[src/rtl/wb_dsp_pkg.sv]
// Register map and bit positions shared by the Wishbone sample FIFO slave.
package wb_dsp_pkg;

  localparam logic [1:0] REG_CTRL   = 2'd0;
  localparam logic [1:0] REG_STATUS = 2'd1;
  localparam logic [1:0] REG_DATA   = 2'd2;

  localparam int unsigned CTRL_EN    = 0;
  localparam int unsigned CTRL_FLUSH = 1;
  localparam int unsigned STAT_EMPTY = 16;
  localparam int unsigned STAT_FULL  = 17;
  localparam int unsigned STAT_OVF   = 18;

  typedef enum logic [1:0] {
    RegCtrl   = REG_CTRL,
    RegStatus = REG_STATUS,
    RegData   = REG_DATA,
    RegRsvd   = 2'd3
  } reg_sel_e;

endpackage

[src/rtl/wb_dsp_sync_fifo.sv]
// Synchronous sample FIFO with occupancy counter; flush beats push and pop.
module wb_dsp_sync_fifo #(
  parameter int unsigned DATA_WIDTH = 32,
  parameter int unsigned FIFO_DEPTH = 16,
  parameter int unsigned FIFO_AW    = 4
) (
  input  logic                  clk,
  input  logic                  rst,
  input  logic                  push,
  input  logic                  pop,
  input  logic                  flush,
  input  logic [DATA_WIDTH-1:0] din,
  output logic [DATA_WIDTH-1:0] dout,
  output logic [FIFO_AW:0]      level,
  output logic                  full,
  output logic                  empty
);

  localparam logic [FIFO_AW:0] DEPTH_LVL = FIFO_DEPTH[FIFO_AW:0];

  logic [DATA_WIDTH-1:0] mem [FIFO_DEPTH];
  logic [FIFO_AW-1:0]    wr_ptr;
  logic [FIFO_AW-1:0]    rd_ptr;
  logic                  do_push;
  logic                  do_pop;

  assign full    = (level == DEPTH_LVL);
  assign empty   = (level == '0);
  // A push into a full FIFO is only legal when a pop frees the slot this cycle.
  assign do_push = push & (~full | pop) & ~flush;
  assign do_pop  = pop & ~empty & ~flush;
  assign dout    = mem[rd_ptr];

  always_ff @(posedge clk) begin
    if (rst) begin
      for (int i = 0; i < int'(FIFO_DEPTH); i++) begin
        mem[i] <= '0;
      end
    end else if (do_push) begin
      mem[wr_ptr] <= din;
    end
  end

  always_ff @(posedge clk) begin
    if (rst || flush) begin
      wr_ptr <= '0;
      rd_ptr <= '0;
      level  <= '0;
    end else begin
      if (do_push) begin
        wr_ptr <= wr_ptr + 1'b1;
      end
      if (do_pop) begin
        rd_ptr <= rd_ptr + 1'b1;
      end
      case ({do_push, do_pop})
        2'b10:   level <= level + 1'b1;
        2'b01:   level <= level - 1'b1;
        default: level <= level;
      endcase
    end
  end

endmodule

[src/rtl/wb_sample_fifo_slave.sv]
// Wishbone classic slave that buffers written samples and streams them out valid/ready.
module wb_sample_fifo_slave
  import wb_dsp_pkg::*;
#(
  parameter int unsigned DATA_WIDTH = 32,
  parameter int unsigned FIFO_DEPTH = 16,
  parameter int unsigned FIFO_AW    = 4
) (
  input  logic                  wb_clk_i,
  input  logic                  wb_rst_i,
  input  logic [3:0]            wb_adr_i,
  input  logic [DATA_WIDTH-1:0] wb_dat_i,
  output logic [DATA_WIDTH-1:0] wb_dat_o,
  input  logic                  wb_we_i,
  input  logic [3:0]            wb_sel_i,
  input  logic                  wb_cyc_i,
  input  logic                  wb_stb_i,
  output logic                  wb_ack_o,
  output logic [DATA_WIDTH-1:0] sample_o,
  output logic                  sample_valid_o,
  input  logic                  sample_ready_i,
  output logic                  irq_o
);

  logic                  ack;
  logic [DATA_WIDTH-1:0] rd_dat;
  logic                  en;
  logic                  ovf;
  reg_sel_e              sel;
  logic                  req;
  logic                  wr;
  logic                  push_req;
  logic                  flush;
  logic                  ovf_clr;
  logic                  pop;
  logic                  overflow;
  logic [DATA_WIDTH-1:0] rdata;
  logic [FIFO_AW:0]      level;
  logic                  full;
  logic                  empty;
  logic                  unused_bus;

  assign unused_bus = ^{wb_sel_i, wb_adr_i[1:0]};

  assign sel      = reg_sel_e'(wb_adr_i[3:2]);
  // Gating with ack makes a held strobe produce one access every other cycle.
  assign req      = wb_cyc_i & wb_stb_i & ~ack;
  assign wr       = req & wb_we_i;
  assign push_req = wr && (sel == RegData);
  assign flush    = wr && (sel == RegCtrl) && wb_dat_i[CTRL_FLUSH];
  assign ovf_clr  = wr && (sel == RegStatus) && wb_dat_i[STAT_OVF];

  assign sample_valid_o = en & ~empty;
  assign pop            = sample_valid_o & sample_ready_i;
  assign overflow       = push_req & full & ~pop;

  always_comb begin
    rdata = '0;
    case (sel)
      RegCtrl: begin
        rdata[CTRL_EN] = en;
      end
      RegStatus: begin
        rdata[FIFO_AW:0]  = level;
        rdata[STAT_EMPTY] = empty;
        rdata[STAT_FULL]  = full;
        rdata[STAT_OVF]   = ovf;
      end
      default: rdata = '0;
    endcase
  end

  always_ff @(posedge wb_clk_i) begin
    if (wb_rst_i) begin
      ack    <= 1'b0;
      rd_dat <= '0;
      en     <= 1'b0;
      ovf    <= 1'b0;
    end else begin
      ack    <= req;
      rd_dat <= (req && !wb_we_i) ? rdata : '0;
      if (wr && (sel == RegCtrl)) begin
        en <= wb_dat_i[CTRL_EN];
      end
      if (overflow) begin
        ovf <= 1'b1;
      end else if (ovf_clr) begin
        ovf <= 1'b0;
      end
    end
  end

  assign wb_ack_o = ack;
  assign wb_dat_o = rd_dat;
  assign irq_o    = ovf;

  wb_dsp_sync_fifo #(
    .DATA_WIDTH (DATA_WIDTH),
    .FIFO_DEPTH (FIFO_DEPTH),
    .FIFO_AW    (FIFO_AW)
  ) u_fifo (
    .clk   (wb_clk_i),
    .rst   (wb_rst_i),
    .push  (push_req),
    .pop   (pop),
    .flush (flush),
    .din   (wb_dat_i),
    .dout  (sample_o),
    .level (level),
    .full  (full),
    .empty (empty)
  );

endmodule
[config.mk]
export PLATFORM = sky130hd
export DESIGN_NAME = wb_sample_fifo_slave
export DESIGN_NICKNAME = d
export VERILOG_FILES = /design/src/rtl/wb_dsp_pkg.sv /design/src/rtl/wb_dsp_sync_fifo.sv /design/src/rtl/wb_sample_fifo_slave.sv
export SDC_FILE = /design/constraint.sdc
export NUM_CORES = 1
export LEC_CHECK = 0
export ABC_AREA = 1
export CELL_PAD_IN_SITES_DETAIL_PLACEMENT = 1
export CELL_PAD_IN_SITES_GLOBAL_PLACEMENT = 1
export CORE_MARGIN = 2
export CORE_UTILIZATION = 40
export DETAILED_ROUTE_END_ITERATION = 10
export PLACE_DENSITY = 0.77
export SLEW_MARGIN = 15
export SYNTH_ARGS = -nofsm -noshare
export SYNTH_HDL_FRONTEND = slang
export SYNTH_SLANG_ARGS = --single-unit
[constraint.sdc]
create_clock -name wb_clk_i -period 8.9 [get_ports wb_clk_i]
set_clock_uncertainty 0.2 [all_clocks]
set_input_delay 1.78 -clock wb_clk_i [delete_from_list [all_inputs] [get_ports wb_clk_i]]
set_output_delay 1.78 -clock wb_clk_i [all_outputs]
set_load 0.005 [all_outputs]
==> results of run 1 <==
cells in the mapped netlist (39+ instances only):
library cell,n
inv_1,315
buf_2,70
nor3_2,39
edfxtp_1,512
nand3_1,202
a21oi_1,139
clkbuf_1,146
o211ai_1,128
nand2_1,187
nor2_1,91
nor3_1,410
o21ai_0,150
metal layers:
metal | vias up | track usage | part of all wire
met3 | 151 | 0.0287 | 0.058
met5 | - | 0 | 0
met2 | 639 | 0.392 | 0.50
li1 | 8607 | - | -
met1 | 9625 | 0.290 | 0.41
met4 | 0 | 0.0783 | 0.031
cells by family after synthesis:
family          Yosys count  share of synthesized area
simple gates            940                      0.180
buf+inv                 585                     0.0933
compound gates          421                     0.0958
xor+xnor                  8                    0.00274
flops                   540                      0.623
fa+ha+maj                10                    0.00519
other cells               1                   0.000147
worst max-delay path by stage:
stage               cells after the start                 to  slack [ns]
floorplan                               5   u_fifo.mem[0][0]        3.37
global placement                        7  u_fifo.mem[5][11]        3.12
detailed placement                      7  u_fifo.mem[5][11]        3.06
CTS                                     6       sample_o[24]        3.17
global route                            6       sample_o[24]        2.95
finish                                  6       sample_o[18]        3.16
worst max-delay path, cell delays in order, from the launching register on:
cell and delay (ns):
dfxtp_4 1.02, buf_4 0.84, o211ai_1 0.24, nand3_1 0.15, nand3_1 0.12, nand2_1 0.17
clkdlybuf4s50_1 0.52
power groups by stage:
stage | Clock, mW | Sequential [mW] | Combinational (mW)
3_3_place_gp | 0 | 2.92 | 0.220
3_5_place_dp | 0 | 2.93 | 0.228
6_report | 2.30 | 2.88 | 0.230
4_1_cts | 2.32 | 2.88 | 0.230
2_1_floorplan | 0 | 2.93 | 0.124
5_1_grt | 2.41 | 2.88 | 0.249
layout make-up:
cell class | count | area [sq um] | area share
flip-flops and latches | 540 | 15900 | 0.557
inverters | 318 | 1190 | 0.0417
well taps | 846 | 1060 | 0.0370
multi-input cells | 1403 | 7570 | 0.264
repair buffers | 118 | 1120 | 0.0390
clock buffers | 66 | 1520 | 0.0532
clock inverters | 35 | 230 | 0.00804
flip-flops by register name, indices dropped and copies added, names as in the netlist, named ones only:
name,flops
u_fifo.mem,512
wb_dat_o,8
u_fifo.level,5
u_fifo.rd_ptr,4
u_fifo.wr_ptr,4
en,1
irq_o,1
wb_ack_o,1
==> run_results.csv, run 1 <==
group,metric,value,unit
outcome,status,"finished, final reports clean",
run,cap_violations,0,
hold_path,hold_class,"reg2reg",
logic_synthesis,synthCells,2505,
hold_path,worstHoldEndpoint,"wb_dat_o[18]",
final_layout,layout.cells.most_common,"edfxtp_1",
pwr,peakVddDrop,0.141,mV
final_layout,fillers,6852,
route,detail_route.first_pass.iterations,5,
pwr,clockPowerShare,0.425,
floorplan,die_w,257,um
cts,cts_made_buffers,56,
route,ant_nets,0,
logic_synthesis,synth_edf_count,512,
logic_synthesis,synthArstFlopShare,0,
setup_path,crit_required,6.92,ns
sta,setup-violations-final,0,
setup_path,r2r-start,"u_fifo.wr_ptr[3]",
setup_path,crit_arrival,3.76,ns
place,post_dp_cell_area,26900,sq um
logic_synthesis,ys_top_cells_by_area,"edfxtp_1 60%, nor3_1 8.0%, inv_1 4.6%",
hold_path,hold_start,"irq_o",
logic_synthesis,synth_cell_types,30,
logic_synthesis,synth_top_cell_area_share,0.601,
setup_path,start_kind,"register",
floorplan,start_util,0.405,
logic_synthesis,yosys_warnings,0,
sta,worst_slack,3.16,ns
setup_path,reg2regPathDepth,5,
sta,tightestPinTransition,1.22,ns
pwr,pwr-share-comb,0.043,
sta,period_minus_slack,5.74,ns
global_routing,grt_pass1_wl,116000,um
logic_synthesis,synth_area_leader_cell,"edfxtp_1",
final_layout,final_util,0.453,
logic_synthesis,syn_avg_cell_area,10.2,sq um
hold_path,hold_path_depth,2,
setup_path,rrSetupSlack,4.94,ns
cts,path_clk_slew,0.06,ns
cts,clock_path_buffers,3,
cts,clk_latency,0.60,ns
final_layout,final_area,28600,sq um
cts,cts.htree.levels,2,
global_routing,grt_max_degree,239,
setup_path,r2r-end,"u_fifo.mem[6][25]",
sta,timing.hold.ws,0.250,ns
route,wire_per_inst,22.6,um
pwr,p_seq_frac,0.532,
place,port_buffers,82,
global_routing,grt.overflow.total,0,
sta,final.period_utilization,0.645,
cts,clock-sinks,540,
floorplan,dieArea,66000,sq um
final_layout,antennaDiodeCount,0,
route,vias_per_cell,5.72,
final_layout,stdcell_count,3326,
sta,setup_tns,0,ns
sta,fmax,174,MHz
final_layout,fin_nets,2493,
logic_synthesis,synth_area,25600,sq um
cts,cts-root-buf,"clkbuf_16",
pwr,sw_frac_of_total,0.226,
cts,cts_tree,"done",
floorplan,pin_count,113,
route,vias,19022,
pwr,power.total,5.40,mW
pwr,p_sw,1.22,mW
logic_synthesis,ys.flop_type,"edfxtp_1",
route,remaining_drc_errors,0,
setup_path,worstSetupPathType,"reg2out",
pwr,p_leak,9.74,nW
cts,cts_resized,0,
logic_synthesis,yosys_register_bits,540,
logic_synthesis,yosysSeqAreaShare,0.623,
global_routing,grt_pass1_vias,20137,
route,drt_wl_total,75100,um
final_layout,syn2layout_area_growth,12.0,%
final_layout,drive_gt1_frac,0.0774,
pwr,powerDensity,189,nW/um^2
pwr,internal_power,4.18,mW
cts,post_cts_buffers,0,
sta,relSlewSlack,0.185,
route,drtIter0Drc,1581,
sta,rsz0062_at_grt,"false",
global_routing,track_usage,0.225,
sta,hold_viol_final,0,
final_layout,final_cell_mix,"512 x edfxtp_1, 410 x nor3_1, 313 x inv_1",
setup_path,end_kind,"primary output",
place,hpwlAfterDp,39900,um
floorplan,die_y,257,um
setup_path,crit_path_max_fanout,83,
place,gp_congestion,0.742,
cts,cts_hold_buf,0,
sta,drv_slew,0,
global_routing,antenna_found_initial,0,
place,dp.cells,3225,
floorplan,core_area,63200,sq um
place,dp_slack,3.06,ns
floorplan,row_count,92,
(Power assumes the default switching activity.)
==> run 2: changes to the inputs <==
==> constraint.sdc (replaced) <==
create_clock -name wb_clk_i -period 5.9 [get_ports wb_clk_i]
set_clock_uncertainty 0.2 [all_clocks]
set_input_delay 1.18 -clock wb_clk_i [delete_from_list [all_inputs] [get_ports wb_clk_i]]
set_output_delay 1.18 -clock wb_clk_i [all_outputs]
set_load 0.005 [all_outputs]
==> run_results.csv, run 2 (synthesis gave the netlist of run 1 again) <==
group,metric,value,unit
setup_path,crit_arrival,3.28,ns
floorplan,die_w,257,um
setup_path,start_kind,"register",
global_routing,track_usage,0.230,
final_layout,fillers,6880,
pwr,sw_frac_of_total,0.218,
cts,post_cts_buffers,0,
pwr,p_leak,9.86,nW
sta,final.period_utilization,0.790,
cts,cts_made_buffers,56,
floorplan,row_count,92,
pwr,powerDensity,284,nW/um^2
sta,setup-violations-final,0,
pwr,p_sw,1.78,mW
final_layout,seq_area,15900,sq um
cts,cts.htree.levels,2,
floorplan,pin_count,113,
sta,fmax,215,MHz
pwr,power.total,8.20,mW
final_layout,final_cell_mix,"512 x edfxtp_1, 410 x nor3_1, 313 x inv_1",
pwr,peakVddDrop,0.242,mV
cts,clk_latency,0.61,ns
hold_path,hold_path_depth,2,
sta,relSlewSlack,0.254,
cts,cts-root-buf,"clkbuf_16",
final_layout,fin_nets,2512,
setup_path,reg2regPathDepth,9,
final_layout,largest_register,"u_fifo.mem",
route,drt_wl_total,76300,um
pwr,clockPowerShare,0.427,
floorplan,start_util,0.405,
cts,cts_hold_buf,0,
final_layout,drive_gt1_frac,0.0816,
setup_path,crit_path_max_fanout,82,
cts,clock-sinks,540,
global_routing,grt.overflow.total,0,
sta,tightestPinTransition,1.12,ns
setup_path,worstSetupPathType,"reg2out",
place,port_buffers,82,
sta,drv_slew,0,
route,detail_route.first_pass.iterations,5,
setup_path,end_kind,"primary output",
floorplan,core_area,63200,sq um
global_routing,grt_pass1_vias,20401,
cts,cts_resized,0,
floorplan,dieArea,66000,sq um
global_routing,grt_pass1_wl,117000,um
run,cap_violations,0,
sta,rsz0062_at_grt,"false",
final_layout,syn2layout_area_growth,12.9,%
cts,path_clk_slew,0.06,ns
global_routing,grt_max_degree,120,
sta,period_minus_slack,4.66,ns
route,ant_nets,0,
final_layout,antennaDiodeCount,0,
outcome,status,"finished, final reports clean",
pwr,internal_power,6.41,mW
route,vias_per_cell,5.75,
sta,hold_viol_final,0,
cts,clock_path_buffers,3,
pwr,pwr-share-comb,0.044,
route,wire_per_inst,22.8,um
sta,setup_tns,0,ns
route,drtIter0Drc,2026,
final_layout,multi_input_area,7570,sq um
cts,cts_tree,"done",
pwr,p_seq_frac,0.529,
setup_path,crit_required,4.52,ns
place,gp_congestion,0.759,
final_layout,layout.cells.most_common,"edfxtp_1",
final_layout,largest_reg_flops,512,
global_routing,antenna_found_initial,0,
hold_path,hold_class,"reg2reg",
place,hpwlAfterDp,40900,um
route,vias,19238,
floorplan,die_y,257,um
route,remaining_drc_errors,0,
==> run 2: layout make-up <==
cell class	count	area share
well taps	846	0.0367
inverters	318	0.0413
repair buffers	137	0.0466
clock buffers	73	0.0515
flip-flops and latches	540	0.552
clock inverters	29	0.00975
multi-input cells	1403	0.262
==> run 2: metal layers <==
metal / vias up / wire, um / GRT usage
li1: 8650 / - / -
met1: 9665 / 30800 / 0.293
met5: - / 0 / 0
met4: 0 / 2670 / 0.0875
met2: 745 / 37600 / 0.394
met3: 178 / 5250 / 0.0359
==> run 2: worst paths after layout <==
path,slack [ns],end,from
setup / recovery,1.24,sample_o[30],register
hold / removal,0.26,wb_dat_o[18],irq_o
setup reg to reg,2.60,u_fifo.mem[4][12],wb_ack_o
hold reg to reg,0.26,wb_dat_o[18],irq_o
==> run 2: power groups by stage <==
| stage | Clock (mW) | Combinational [mW] | Sequential [mW] |
|---|---|---|---|
| 6_report | 3.50 | 0.360 | 4.34 |
| 4_1_cts | 3.55 | 0.360 | 4.34 |
| 3_3_place_gp | 0 | 0.345 | 4.41 |
| 2_1_floorplan | 0 | 0.187 | 4.42 |
| 3_5_place_dp | 0 | 0.357 | 4.42 |
| 5_1_grt | 3.67 | 0.387 | 4.35 |
==> run 2: metrics by stage <==
| stage | hold slack, ns | worst slack, ns | cell area, sq um | util | instances |
|---|---|---|---|---|---|
| 2_1_floorplan | 0.235 | 0.969 | 25700 | - | 2528 |
| 3_3_place_gp | 0.241 | 1.37 | 27100 | 0.429 | 3244 |
| 3_5_place_dp | 0.252 | 1.32 | 27100 | 0.429 | 3244 |
| 4_1_cts | 0.271 | 1.22 | 28900 | 0.457 | 3346 |
| 5_1_grt | 0.292 | 1.02 | 28900 | 0.457 | 3346 |
| 6_report | 0.263 | 1.24 | 28900 | 0.457 | 3346 |
==> run 2: worst max-delay path, stage by stage, from the launching register on <==
cell and delay, ns:
dfxtp_4 0.94, buf_4 0.48, o211ai_1 0.18, nand3_1 0.18, nand3_1 0.09, nand2_1 0.21
clkdlybuf4s50_1 0.54
==> RTL edit 1, RTL diff (settings of run 1) <==
`rd_dat` no longer has a reset.
--- a/src/rtl/wb_sample_fifo_slave.sv
+++ b/src/rtl/wb_sample_fifo_slave.sv
@@ -75,3 +75,2 @@
       ack    <= 1'b0;
-      rd_dat <= '0;
       en     <= 1'b0;
@@ -80,3 +79,2 @@
       ack    <= req;
-      rd_dat <= (req && !wb_we_i) ? rdata : '0;
       if (wr && (sel == RegCtrl)) begin
@@ -90,2 +88,6 @@
     end
+  end
+
+  always_ff @(posedge wb_clk_i) begin
+    rd_dat <= (req && !wb_we_i) ? rdata : '0;
   end
Function: changed (Yosys sat finds a counterexample within 4 cycles, from zero or initial values and one cycle with wb_rst_i high).
==> RTL edit 1 against run 1 <==
Maximum frequency down 1.7%. Sequential cell count unchanged. Non-clock buffer count is 1 lower. Critical path type unchanged. Sequential power is essentially flat. First-iteration DRC count rose by 13%. Total power hardly changed. Via count shrank 0.22%. Wire length hardly changed. Area after synthesis rose by 2.0%. Setup slack got worse by 100 ps. Core utilization is 0.30 points lower. Cell area grew 1.3%. Sequential share of layout area down 0.74 points. Combinational power is 2% higher.
==> RTL edit 1: results (changes against run 1) <==
Status
  • Status: finished clean

Placed design
  • Worst slack, placed: 2760 ps (-301 ps)
  • Number of port buffers: 82 (unchanged)
  • Detailed Place HPWL: 39.9 mm (about the same)
  • Placed inst area: 27,300 um2 (+1.4%)
  • Gpl congestion: 0.785 (+5.8%)

STA
  • Rel. slew slack: 22.6% (+4.1 points)

Clock tree
  • Clk root buf: clkbuf_16
  • PostCTS Resize Cnt: 0 (unchanged)
  • Worst-Skew Late Latency: 620 ps (+20 ps)
  • H-tree depth: 2 (unchanged)
  • Reg clk slew, reported paths: 60 ps (about the same)
  • Setup Buffers After CTS: 0 (unchanged)
  • Max clock buf depth: 3 (unchanged)
  • TritonCTS buffer count: 57 (+1.8%)

Logic synthesis
  • Synth Flop Type: edfxtp_1
  • Yosys warning count: 0 (unchanged)
  • Post-synth EDFFs: 512 (unchanged)
  • Commonest cells in the netlist: 512 x edfxtp_1, 319 x inv_1, 308 x nor3_1, 201 x nand3_1, 188 x nand2_1
  • FFs w/ async S/R, synth: 0% (unchanged)
  • Yosys cell types: 32 (+6.7%)
  • Seq/Total Area, Yosys: 61.1% (-1.2 points)
  • Largest cells by area after synthesis: edfxtp_1 59%, nor3_1 5.9%, inv_1 4.6%

GRT
  • Vias in the first global route: 20,200 (+0.44%)
  • Initial antenna violation count: 0 (unchanged)
  • Tot GR Track Use: 22.3% (-0.26 points)
  • Largest net degree at the start of global routing: 209 (-13%)
  • First-pass GRT wire length: 116 mm (about the same)

Cells and area
  • Nets: 2,502 (+0.36%)
  • Number of fill cells: 7,040 (+2.7%)
  • Top reg by flops: u_fifo.mem
  • Max reg flops: 512 (unchanged)
  • Layout cells sized above 1: 10.3% (+2.5 points)
  • Antenna Cells: 0 (unchanged)

Detailed routing
  • Avg Vias per Cell: 5.68 (-0.67%)
  • Drt pass-1 iters: 8 (+3)
  • Iter 0 DRT Violations: 1,788 (+13%)
  • Final wirelength: 75.1 mm (about the same)

Pwr
  • Leak Pwr: 9.89 nW (+1.6%)
  • Peak VDD IR: 0.000144 V (+2.4%)

Min path
  • Hold Path Class: reg2reg

Critical path
  • Critical path arrival: 3860 ps (+100 ps)
  • Crit path max fanout: 118 (+42%)
==> RTL edit 1: cell types whose count changed after synthesis, moves of 4 or more <==
cell / run 1 / this run
nor3_1: 410 / 308
nand4_4: 0 / 4
buf_6: 0 / 20
nor2_1: 91 / 125
nand4_2: 4 / 0
buf_2: 70 / 47
nor3_2: 39 / 110
nand2_4: 0 / 4
inv_1: 315 / 319
==> RTL edit 1: critical path, stage by stage, from the launching register on <==
cell,delay [ps]
dfxtp_4,930
buf_4,970
o211ai_1,210
nand3_1,130
nand3_1,100
nand2_1,250
clkdlybuf4s50_1,560
==> RTL edit 1: layout make-up <==
class                      count  share of cell area [%]
sequential                   540                    54.9
inverter                     322                    4.17
multi-input combinational   1408                    27.3
clock inverter                24                   0.660
tap                          855                    3.69
timing repair buffer         117                    3.93
clock buffer                  75                    5.29
==> RTL edit 1: final timing paths <==
check             slack [ps]  cells past startpoint       startpoint                end
setup / recovery        3060                      6        flip-flop        sample_o[1]
hold / removal           260                      2            irq_o       wb_dat_o[18]
setup reg to reg        4980                      8  u_fifo.level[0]  u_fifo.mem[2][22]
hold reg to reg          260                      2            irq_o       wb_dat_o[18]
==> RTL edit 1: power by group <==
part	switching (mW)	internal [mW]
Combinational	0.179	0.0554
Clock	1.00	1.29
Sequential	0.0253	2.85
==> RTL edit 1: metal layers <==
metal,GRT usage (%),vias to the layer above,share of wire (%)
met3,3.17,124,5.1
li1,-,8594,-
met1,27.9,9715,41
met5,0,-,0
met4,6.19,0,2.2
met2,40.0,547,51
==> RTL edit 1: through the flow <==
step           cells  util [%]
5_1_grt         3341      45.0
2_1_floorplan   2532         -
3_3_place_gp    3241      42.3
3_5_place_dp    3241      42.3
4_1_cts         3340      45.0
6_report        3341      45.0
==> RTL edit 1: logic make-up (layout without fill, tap and decap cells) <==
family	Yosys count	after routing	share of synthesized area, %
adders and majority gates	10	10	0.508
xor gates and xnor gates	7	7	0.235
AOI/OAI and AO/OA	422	422	9.43
and+or+nand+nor	945	945	19.2
other	1	24	0.0144
DFF	540	540	61.1
buffers and inverters	584	538	9.56
==> RTL edit 2, RTL diff (settings of run 1) <==
Without the edit above. `DATA_WIDTH` is set to 32 in 2 places; all go to 40.
--- a/src/rtl/wb_dsp_sync_fifo.sv
+++ b/src/rtl/wb_dsp_sync_fifo.sv
@@ -2,3 +2,3 @@
 module wb_dsp_sync_fifo #(
-  parameter int unsigned DATA_WIDTH = 32,
+  parameter int unsigned DATA_WIDTH = 40,
   parameter int unsigned FIFO_DEPTH = 16,
--- a/src/rtl/wb_sample_fifo_slave.sv
+++ b/src/rtl/wb_sample_fifo_slave.sv
@@ -4,3 +4,3 @@
 #(
-  parameter int unsigned DATA_WIDTH = 32,
+  parameter int unsigned DATA_WIDTH = 40,
   parameter int unsigned FIFO_DEPTH = 16,
Ports: changed (resized sample_o, wb_dat_i and wb_dat_o); port bits go from 113 to 137. The function was not compared with the original's and may differ.
==> RTL edit 2 against run 1 <==
Via count up 19%. Total power up 25%. Clock power grew 27%. Cell area increased by 19%. Sequential cell count up 128. Critical path depth did not move. Die area increased by 19%. Hold slack improved by 15 ps. Setup slack gained 16 ps. Core utilization fell by 0.11 points. Area after synthesis increased by 19%. Wire length is 23% higher.
==> RTL edit 2: results (changes against run 1) <==
Detailed routing
  • DR WL/cell: 22.8 um (+0.81%)
  • Final wirelength: 92.4 mm (+23%)
  • Wire length on met2: 45.7 mm (+22%)
  • Met1 WL: 37.9 mm (+22%)

Critical path
  • Critical R2R Launch: en
  • Reg-to-reg slack, setup: 4510 ps (-430 ps)
  • Crit path max fanout: 271 (+230%)
  • End point of the critical path: sample_o[38]
  • Critical path arrival: 3740 ps (-20 ps)
  • Slowest stage delay, CP: 880 ps (-140 ps)

GRT
  • Tot GR Track Use: 23.4% (+0.86 points)
  • First-pass GRT wire length: 139 mm (+20%)
  • Largest net degree at the start of global routing: 272 (+14%)
  • GR Util met2: 40.0% (+0.77 points)
  • Vias in the first global route: 23,400 (+16%)
  • Met3 usage: 3.20% (+0.33 points)
  • Met1 Use GR: 30.0% (+1.0 points)

Cells and area
  • Max reg flops: 640 (+25%)
  • Clkbuf count: 92 (+39%)
  • Register Area: 19,800 um2 (+24%)
  • Fin util: 45.2% (-0.11 points)
  • Clock buf/inv share: 6.52% (+0.39 points)
  • Nets: 3,090 (+24%)
  • Bufs w/o clock: 141 (+19%)
  • Comb_multi_in: 1,754 (+25%)
  • Inverters: 389 (+22%)
  • Layout cells sized above 1: 5.16% (-2.6 points)
  • NonClk Buf Share: 3.96% (+0.059 points)
  • Seq_cells: 668 (+24%)
  • Design Area, Final: 34,200 um2 (+19%)

Placed design
  • Number of port buffers: 98 (+20%)
  • Worst slack, placed: 2730 ps (-330 ps)
  • Detailed Place HPWL: 49.8 mm (+25%)
  • Post-Place Cells: 3,930 (+22%)
  • Gpl congestion: 0.760 (+2.4%)

Logic synthesis
  • Commonest cells in the netlist: 685 x nor2_1, 640 x edfxtp_1, 385 x inv_1, 256 x nand3_1, 245 x nand2_1
  • Yosys cell types: 26 (-13%)
  • Largest cells by area after synthesis: edfxtp_1 63%, nor2_1 8.4%, inv_1 4.7%
  • Seq/Total Area, Yosys: 64.9% (+2.5 points)
  • Syn avg cell area: 9.98 um2 (-2.2%)
  • Post-synthesis xor/xnor area fraction: 0.115% (-0.16 points)

Clock tree
  • H-tree depth: 3 (+1)
  • Worst-Skew Late Latency: 620 ps (+20 ps)
  • TritonCTS buffer count: 72 (+29%)

Pwr
  • Leak Pwr: 12.9 nW (+33%)
  • Peak VDD IR: 0.000127 V (-9.7%)

STA
  • Rel. slew slack: 23.2% (+4.6 points)
  • Fmax: 175 MHz (+0.29%)

Status
  • Status: finished clean
[RTL edit 2: cell types whose count changed after synthesis, moves of 16 or more]
cell	change
a21oi_1	+34
edfxtp_1	+128
nand4_1	+16
nor2_1	+594
nand2_1	+58
o211ai_1	+32
nor3_1	-410
nor3_2	-39
o21ai_0	+16
inv_1	+70
nand3_1	+54
[RTL edit 2: how the worst min path moves through the flow]
stage	endpoint	startpoint	slack [ps]
floorplan	wb_dat_o[18]	irq_o	230
global placement	wb_dat_o[18]	irq_o	250
detailed placement	wb_dat_o[18]	irq_o	260
CTS	wb_dat_o[18]	irq_o	270
global route	wb_dat_o[18]	irq_o	300
finish	wb_dat_o[18]	irq_o	270
[RTL edit 2: where the power goes]
| group | internal, mW | switching [mW] |
|---|---|---|
| sequential | 3.53 | 0.0307 |
| combinational | 0.0617 | 0.205 |
| clock | 1.65 | 1.26 |
